**src/rtl/alu_pkg.sv**
```systemverilog
// Shared constants for the ALU front end: opcode encodings and the
// state type of the operation-valid controller.
package alu_pkg;

    localparam int NUM_KEYS = 4;

    localparam logic [3:0] OP_NOP = 4'b0000;
    localparam logic [3:0] OP_ADD = 4'b0001;
    localparam logic [3:0] OP_SUB = 4'b0010;
    localparam logic [3:0] OP_DIV = 4'b0100;
    localparam logic [3:0] OP_MOD = 4'b0101;
    localparam logic [3:0] OP_AND = 4'b0110;
    localparam logic [3:0] OP_OR  = 4'b0111;
    localparam logic [3:0] OP_XOR = 4'b1000;

    typedef enum logic {
        IDLE  = 1'b0,
        VALID = 1'b1
    } ctrl_state_t;

endpackage

```
**src/rtl/button_debouncer.sv**
```systemverilog
// One push-key: 2-flop synchronizer, stability counter and debounced level.
// o_press is a one-cycle pulse when the debounced level goes to pressed.
module button_debouncer #(
    parameter int DEBOUNCE_CYCLES = 500000
) (
    input  logic clk,
    input  logic rst,
    input  logic i_key_n,
    output logic o_press
);

    localparam int CNT_W = (DEBOUNCE_CYCLES > 1) ? $clog2(DEBOUNCE_CYCLES) : 1;
    localparam logic [CNT_W-1:0] CNT_MAX = CNT_W'(DEBOUNCE_CYCLES - 1);

    logic             r_sync1;
    logic             r_sync2;
    logic             r_deb;
    logic             r_deb_prev;
    logic [CNT_W-1:0] r_cnt;

    // Everything resets to the released (high) level so a held key is
    // re-debounced from scratch after reset.
    always_ff @(posedge clk) begin
        if (rst) begin
            r_sync1    <= 1'b1;
            r_sync2    <= 1'b1;
            r_deb      <= 1'b1;
            r_deb_prev <= 1'b1;
            r_cnt      <= '0;
        end else begin
            r_sync1    <= i_key_n;
            r_sync2    <= r_sync1;
            r_deb_prev <= r_deb;
            if (r_sync2 == r_deb) begin
                r_cnt <= '0;
            end else if (r_cnt == CNT_MAX) begin
                r_deb <= r_sync2;
                r_cnt <= '0;
            end else begin
                r_cnt <= r_cnt + 1'b1;
            end
        end
    end

    assign o_press = r_deb_prev & ~r_deb;

endmodule

```
**src/rtl/alu_input_ctrl.sv**
```systemverilog
// Drives the ALU operands and opcode bits from switches and debounced keys;
// each clean key press toggles its opcode bit and snapshots the switches.
module alu_input_ctrl
    import alu_pkg::*;
#(
    parameter int WIDTH           = 4,
    parameter int DEBOUNCE_CYCLES = 500000
) (
    input  logic             clk,
    input  logic             rst,
    input  logic [3:0]       key_n,
    input  logic [WIDTH-1:0] sw_a,
    input  logic [WIDTH-1:0] sw_b,
    input  logic             sw_cin,
    output logic [WIDTH-1:0] A,
    output logic [WIDTH-1:0] B,
    output logic             Cin,
    output logic             boton0,
    output logic             boton1,
    output logic             boton2,
    output logic             boton3,
    output logic             op_valid
);

    logic [NUM_KEYS-1:0] w_press;
    logic                w_any_press;
    ctrl_state_t         r_state;
    ctrl_state_t         w_state_next;
    logic [WIDTH-1:0]    r_a;
    logic [WIDTH-1:0]    r_b;
    logic                r_cin;
    logic [NUM_KEYS-1:0] r_boton;

    generate
        for (genvar gi = 0; gi < NUM_KEYS; gi++) begin : g_key
            button_debouncer #(
                .DEBOUNCE_CYCLES(DEBOUNCE_CYCLES)
            ) u_deb (
                .clk    (clk),
                .rst    (rst),
                .i_key_n(key_n[gi]),
                .o_press(w_press[gi])
            );
        end
    endgenerate

    assign w_any_press = |w_press;

    always_ff @(posedge clk) begin
        if (rst) begin
            r_state <= IDLE;
        end else begin
            r_state <= w_state_next;
        end
    end

    always_comb begin
        w_state_next = r_state;
        op_valid     = 1'b0;
        case (r_state)
            IDLE: begin
                if (w_any_press) w_state_next = VALID;
            end
            VALID: begin
                op_valid = 1'b1;
                if (!w_any_press) w_state_next = IDLE;
            end
            default: w_state_next = IDLE;
        endcase
    end

    // Simultaneous presses all toggle; switches are sampled only on an event.
    always_ff @(posedge clk) begin
        if (rst) begin
            r_a     <= '0;
            r_b     <= '0;
            r_cin   <= 1'b0;
            r_boton <= OP_NOP;
        end else if (w_any_press) begin
            r_a     <= sw_a;
            r_b     <= sw_b;
            r_cin   <= sw_cin;
            r_boton <= r_boton ^ w_press;
        end
    end

    assign A      = r_a;
    assign B      = r_b;
    assign Cin    = r_cin;
    assign boton0 = r_boton[0];
    assign boton1 = r_boton[1];
    assign boton2 = r_boton[2];
    assign boton3 = r_boton[3];

endmodule
```
**config.mk**
```make
export PLATFORM = sky130hd
export DESIGN_NAME = alu_input_ctrl
export DESIGN_NICKNAME = d
export VERILOG_FILES = /design/src/rtl/alu_pkg.sv /design/src/rtl/button_debouncer.sv /design/src/rtl/alu_input_ctrl.sv
export SDC_FILE = /design/constraint.sdc
export NUM_CORES = 1
export LEC_CHECK = 0
export BUFFER_PORTS_ARGS = -buffer_cell sky130_fd_sc_hd__buf_4
export CORE_AREA = 8 8 104 106
export DETAILED_ROUTE_END_ITERATION = 8
export DIE_AREA = 0 0 112 114
export PLACE_DENSITY = 0.76
export SLEW_MARGIN = 10
export SYNTH_ARGS = -nofsm -noshare
export SYNTH_HDL_FRONTEND = slang
export SYNTH_SLANG_ARGS = --single-unit
```
**constraint.sdc**
```tcl
create_clock -name clk -period 2.3 [get_ports clk]
set_input_delay 0.23 -clock clk [delete_from_list [all_inputs] [get_ports clk]]
set_output_delay 0.23 -clock clk [all_outputs]
set_load 0.03 [all_outputs]
```
==> results of run 1 <==
## logic make-up (layout without fill, tap and decap cells)
family	after synthesis	after routing	share of synthesized area, %
flip-flops	106	106	47.7
XOR/XNOR	60	60	11.8
AND/OR/NAND/NOR	251	251	29.6
buffers and inverters	23	58	1.97
adder cells (fa/ha/maj)	4	4	1.12
AO/OA/AOI/OAI	40	40	5.65
multiplexers	10	10	2.25
## per-stage QoR
stage | hold slack [ps] | cells | instance area [um2] | setup slack (ps)
finish | 39.2 | 640 | 4980 | 207
global route | 22.9 | 640 | 4980 | 158
global placement | 392 | 624 | 4780 | 245
CTS | 17.5 | 640 | 4980 | 205
detailed placement | 406 | 624 | 4780 | 229
floorplan | 327 | 494 | 4450 | 292
## path summary, 6_finish.rpt
path | from | end
min | key_n[2] | g_key[2].u_deb.r_sync1$_SDFF_PP1_
max | g_key[1].u_deb.r_cnt[9]$_SDFF_PP0_ | g_key[1].u_deb.r_deb$_SDFFE_PP1P_
max reg2reg | g_key[1].u_deb.r_cnt[9]$_SDFF_PP0_ | g_key[1].u_deb.r_deb$_SDFFE_PP1P_
min reg2reg | g_key[2].u_deb.r_sync1$_SDFF_PP1_ | g_key[2].u_deb.r_sync2$_SDFF_PP1_
## metal layers
layer	wire length, um	vias to the layer above	part of all wire (%)
met1	3810	1664	46
met3	293	12	3.5
li1	-	1788	-
met4	116	0	1.4
met2	4120	51	49
met5	0	-	0
## where the power goes
part | internal (mW) | switching (mW) | total [mW] | leakage, nW
clock network | 0.508 | 0.606 | 1.11 | 0.101
logic | 0.0247 | 0.0255 | 0.0502 | 0.576
registers | 1.84 | 0.00548 | 1.85 | 0.856
## flip-flops by register name, summed over array words and instances (netlist names)
| register | cells |
|---|---|
| r_state | 1 |
| g_key.u_deb.r_deb_prev | 4 |
| Cin | 1 |
| g_key.u_deb.r_deb | 4 |
| g_key.u_deb.r_cnt | 76 |
| A | 4 |
| B | 4 |
| g_key.u_deb.r_sync1 | 4 |
| r_boton | 4 |
| g_key.u_deb.r_sync2 | 4 |
## final cells by class
cell class              instances  area share (%)
flip-flops and latches        106            42.6
repair buffers                 32            4.83
inverters                      10           0.754
clock inverters                 6            1.33
multi-input cells             365            45.1
well taps                     111            2.79
clock buffers                  10            2.56
## synthesized netlist by cell type (10+ instances only)
cell type,n
clkbuf_1,12
a21oi_1,15
or2_1,10
nand4_1,25
nand2_1,28
xnor2_1,35
dfxtp_1,106
mux2i_1,10
inv_1,10
nor2_1,83
nor4_1,13
nor3_1,11
nand3_1,26
xor2_1,25
==> impl_summary.txt, run 1 <==
----------------------------------------------------
[Critical path]
  Cell family with most CP delay ... simple AND/OR/NAND/NOR gates
  Startpoint Class ... flip-flop
  Minimum setup slack among reg-to-reg paths ... 210 ps
  Crit end category ... flip-flop
  Maximum fanout encountered on the critical timing path ... 7
  Critical path class ... reg2reg
  Arrival @ worst endpoint ... 2350 ps
  Cell count along the critical path ... 4
  Worst stage delay on the critical path ... 570 ps
  Max stage delay cell, worst path ... or4_4
  Data required, critical path ... 2560 ps
  Buffers and inverters on the worst path ... 0
  CP cell instances ... or4b_1 -> or4_4 -> or4_1 -> o21a_1
  Register-to-Register Path Depth ... 4

[Synth]
  Cell area after synthesis ... 0.00445 mm2
  Top cells by area in the synthesized netlist ... dfxtp_1 (48%), nor2_1 (7.0%), xnor2_1 (6.9%)
  Mapped Cells ... 494
  Share of flip-flops with an asynchronous set or reset after synthesis ... 0%
  Count of flip-flops with a built-in enable after synthesis ... 0
  Top cell type by total area after synthesis ... dfxtp_1
  Seq cells post-synth ... 106
  Proportion of netlist area held by the largest area contributor ... 47.7%
  Sequential-to-total area share from yosys stat ... 47.7%
  Synthesized Nets ... 513
  Synth Warn # ... 0
  Average instance area after synthesis ... 9.01 um2
  Predominant post-synthesis flop cell ... dfxtp_1
  Count of distinct cell types in the synthesized netlist ... 39

[Pwr]
  Leakage power ... 1.53 nW
  Total power draw ... 3.01 mW
  Areal power density over the cells ... 605 mW/mm2
  Max rail drop VDD ... 422 uV

[Clock tree]
  Clock tree from TritonCTS ... built
  Cells resized by post-CTS repair ... 0
  Num CTS Buffers ... 9
  Clk buf depth ... 2
  Root buffer cell ... clkbuf_8
  Total number of H-tree levels ... 3
  Number of buffers inserted for hold repair after clock tree synthesis ... 0
  Clock insertion delay at the later pin of the skew report ... 360 ps
  Clock-pin transition on the worst setup and hold timing paths ... 100 ps
  Sink Count ... 106
  Post-CTS repair timing setup buffer count ... 0

[Timing]
  Count of final max-slew check failures ... 0
  Tightest slew margin relative to the limit ... 62.1%
  Period utilization ... 91.0%
  Top achievable clock speed ... 0.478 GHz
  Fin crit period ... 2090 ps
  Largest clock skew in the final design ... 9.58 ps
  Setup repair after global routing missed its margin ... no
  Final setup violation count ... 0
  Final Hold Violating Endpoints ... 0
  Actual transition at the worst max-transition pin ... 569 ps
  Final total negative setup slack ... 0 ps

[GRT]
  Leftover overflow at the end of global routing ... 0
  Antenna violations before repair ... 0
  Largest net degree at the start of global routing ... 31
  Layer with the highest usage after global routing ... met2
  Via count of the first global-routing pass ... 3354
  Met3 global-route usage ... 3.33%
  Global router's overall resource usage ... 13.8%
  Met2 layer usage reported by global route ... 24.0%
  Met1 Resource Use GR ... 15.8%
  First-pass GRT wire length ... 14800 um

[Floorplanning]
  Initial core utilization ... 48.9%
  Io pins ... 29
  Die width ... 112 um
  Rows ... 35
  Vert. Die Dim ... 114 um
  Core area ... 0.00911 mm2
  Full die area ... 0.0128 mm2

[Job]
  Number of max-cap violations ... 0

[Drt]
  DR WL/cell ... 13.0 um
  Total wire length ... 8350 um
  First-pass iteration count of the detailed router ... 4
  Routed Antenna Nets ... 0
  DRT iter0 DRCs ... 157
  Routed vias/inst ... 5.49
  DR vias ... 3515
  DRC violations left ... 0

[Worst hold path]
  Class of the tightest hold or removal check ... in2reg
  Hold-critical path depth ... 2

[Status]
  Status ... complete, no violations

[Final layout]
  Total area of multi-input combinational cells ... 0.00224 mm2
  Growth of design area from synthesis to finish ... 11.7%
  Final-stage net count ... 543
  Antenna cells ... 0
  Filler cell count in the final layout ... 842
  Most frequent cells in the layout ... dfxtp_1 (106), nor2_1 (83), xnor2_1 (35)
  Most frequent standard cell in the layout excluding fill and tap cells ... dfxtp_1
  Utilization after layout ... 54.6%
  Fraction of layout instances using a drive strength above 1 ... 10.4%
  FF+latch area ... 0.00212 mm2

[Place]
  Routability cong. ... 0.873
  HPWL reported at the end of detailed placement ... 5960 um
  Number of buffers inserted by port buffering ... 28

----------------------------------------------------
Power figures use the tool's default switching activity.
==> run 2, diff against run 1 <==
--- a/config.mk
+++ b/config.mk
@@ -9,7 +9,7 @@
 export CORE_AREA = 8 8 104 106
 export DETAILED_ROUTE_END_ITERATION = 8
 export DIE_AREA = 0 0 112 114
-export PLACE_DENSITY = 0.76
+export PLACE_DENSITY = 0.79
 export SLEW_MARGIN = 10
 export SYNTH_ARGS = -nofsm -noshare
 export SYNTH_HDL_FRONTEND = slang
==> constraint.sdc (replaced) <==
create_clock -name clk -period 1.8 [get_ports clk]
set_input_delay 0.18 -clock clk [delete_from_list [all_inputs] [get_ports clk]]
set_output_delay 0.18 -clock clk [all_outputs]
set_load 0.03 [all_outputs]
==> impl_summary.txt, run 2 (same netlist as run 1, synthesis figures left out) <==
----------------------------------------------------
[Status]
  Status ... complete, but fails checks
  Violations in the final reports ... negative setup slack

[Drt]
  DR vias ... 3696
  Routed Antenna Nets ... 0
  First-pass iteration count of the detailed router ... 5
  DR WL/cell ... 13.5 um
  Total wire length ... 9150 um
  DRC violations left ... 0
  Routed vias/inst ... 5.45
  DRT iter0 DRCs ... 145

[Timing]
  Worst Slack Setup Final ... -198 ps
  Final Hold Violating Endpoints ... 0
  Final total negative setup slack ... -3020 ps
  Count of final max-slew check failures ... 0
  Largest clock skew in the final design ... 8.42 ps
  Final setup violation count ... 18
  Top achievable clock speed ... 0.501 GHz
  Fin crit period ... 2000 ps
  Tightest slew margin relative to the limit ... 72.5%
  Setup repair after global routing missed its margin ... yes
  Actual transition at the worst max-transition pin ... 406 ps
  Period utilization ... 111%

[Final layout]
  Largest reg by FF count ... g_key.u_deb.r_cnt
  Final-stage net count ... 582
  Antenna cells ... 0
  Growth of design area from synthesis to finish ... 19.4%
  Largest register FFs ... 76
  Most frequent cells in the layout ... dfxtp_1 (101), nor2_1 (83), buf_4 (66)
  Fraction of layout instances using a drive strength above 1 ... 17.3%
  Most frequent standard cell in the layout excluding fill and tap cells ... dfxtp_1
  Filler cell count in the final layout ... 782
  Post-Layout Inst Area ... 0.00532 mm2

[Clock tree]
  Clock tree from TritonCTS ... built
  Total number of H-tree levels ... 3
  Num CTS Buffers ... 9
  Sink Count ... 106
  Clock-pin transition on the worst setup and hold timing paths ... 100 ps
  Post-CTS repair timing setup buffer count ... 0
  Clk buf depth ... 2
  Clock insertion delay at the later pin of the skew report ... 360 ps
  Root buffer cell ... clkbuf_8

[Critical path]
  Critical path class ... reg2reg
  Arrival @ worst endpoint ... 2260 ps
  Maximum fanout encountered on the critical timing path ... 3
  Startpoint of the most critical register-to-register path ... g_key[1].u_deb.r_cnt[11]$_SDFF_PP0_
  Data required, critical path ... 2060 ps
  Launch point of the worst path ... g_key[1].u_deb.r_cnt[11]$_SDFF_PP0_
  Startpoint Class ... flip-flop
  Crit end category ... flip-flop

[Pwr]
  Leakage power ... 1.73 nW
  Portion of total power attributed to sequential cells ... 60.6%
  Switching fraction of total power ... 20.9%
  Switching component of the power ... 0.814 mW
  Portion of total power attributed to combinational logic ... 2.1%
  Areal power density over the cells ... 732 mW/mm2
  Part of the power in the clock network ... 37.2%
  Max rail drop VDD ... 672 uV
  Internal cell power ... 3.08 mW

[Place]
  HPWL reported at the end of detailed placement ... 6740 um
  Number of buffers inserted by port buffering ... 28
  Routability cong. ... 0.877
  Post-DP Area ... 0.00506 mm2

[GRT]
  Global router's overall resource usage ... 15.0%
  Leftover overflow at the end of global routing ... 0
  Antenna violations before repair ... 0
  First-pass GRT wire length ... 16100 um
  Largest net degree at the start of global routing ... 30
  Via count of the first global-routing pass ... 3568

[Floorplanning]
  Full die area ... 0.0128 mm2
  Initial core utilization ... 48.9%
  Die width ... 112 um
  Io pins ... 29
  Core area ... 0.00911 mm2
  Vert. Die Dim ... 114 um
  Rows ... 35

[Job]
  Number of max-cap violations ... 0

[Worst hold path]
  Class of the tightest hold or removal check ... in2reg
  HP Start ... sw_b[2]

----------------------------------------------------
## run 2: what timing repair did
| action | in CTS | in global routing |
|---|---|---|
| endpoints found under the setup margin | 18 | 31 |
| gates resized for setup | 0 | 6 |
| cloned | 0 | 0 |
| endpoints found under the hold margin | 4 | 0 |
| hold buffers | 4 | 0 |
| pin swaps | 0 | 2 |
## run 2: critical path: stages (launching register included)
cell	delay, ps
dfxtp_1	320
or4b_1	530
or4_4	530
or4_1	400
o21a_1	110
## run 2: per-stage QoR
stage               cells  hold slack [ps]  total power, mW  setup WS, ps  util [%]
floorplan             494              277             2.45          -175         -
global placement      659              364             2.49          -173      55.6
detailed placement    659              368             2.49          -175      55.6
CTS                   678             37.3             3.94          -195      58.1
global route          678             41.2             4.03          -262      58.4
finish                678             54.6             3.89          -198      58.4
## run 2: cell type report
cell class / instances / area [um2] / area share [%]
multi-input combinational: 365 / 2260 / 42.6
sequential: 106 / 2130 / 40.0
timing repair buffer: 71 / 556 / 10.5
clock buffer: 11 / 141 / 2.66
tap: 111 / 139 / 2.61
clock inverter: 4 / 51.3 / 0.965
inverter: 10 / 37.5 / 0.706
## run 2: routing by layer
metal / global-route usage [%] / vias up / wire length (um) / part of all wire, %
met5: 0 / - / 0 / 0
met4: 6.21 / 0 / 125 / 1.4
met3: 3.49 / 11 / 259 / 2.8
met2: 25.8 / 63 / 4690 / 51
met1: 17.7 / 1746 / 4080 / 45
li1: - / 1876 / - / -
## run 2: path summary, 6_finish.rpt
| path | to | slack, ps | cells past startpoint |
|---|---|---|---|
| max reg2reg | g_key[1].u_deb.r_deb$_SDFFE_PP1P_ | -200 | 4 |
| max | g_key[1].u_deb.r_deb$_SDFFE_PP1P_ | -200 | 4 |
| min | B[2]$_SDFFE_PP0P_ | 50 | 3 |
| min reg2reg | g_key[2].u_deb.r_sync2$_SDFF_PP1_ | 420 | 1 |
## run 2: power groups by stage
stage | registers [mW] | clock network (mW) | logic [mW]
after global placement | 2.41 | 0 | 0.0744
after global routing | 2.36 | 1.58 | 0.0922
after CTS | 2.36 | 1.49 | 0.0838
final | 2.36 | 1.45 | 0.0836
after floorplan | 2.41 | 0 | 0.0341
after detailed placement | 2.41 | 0 | 0.0768
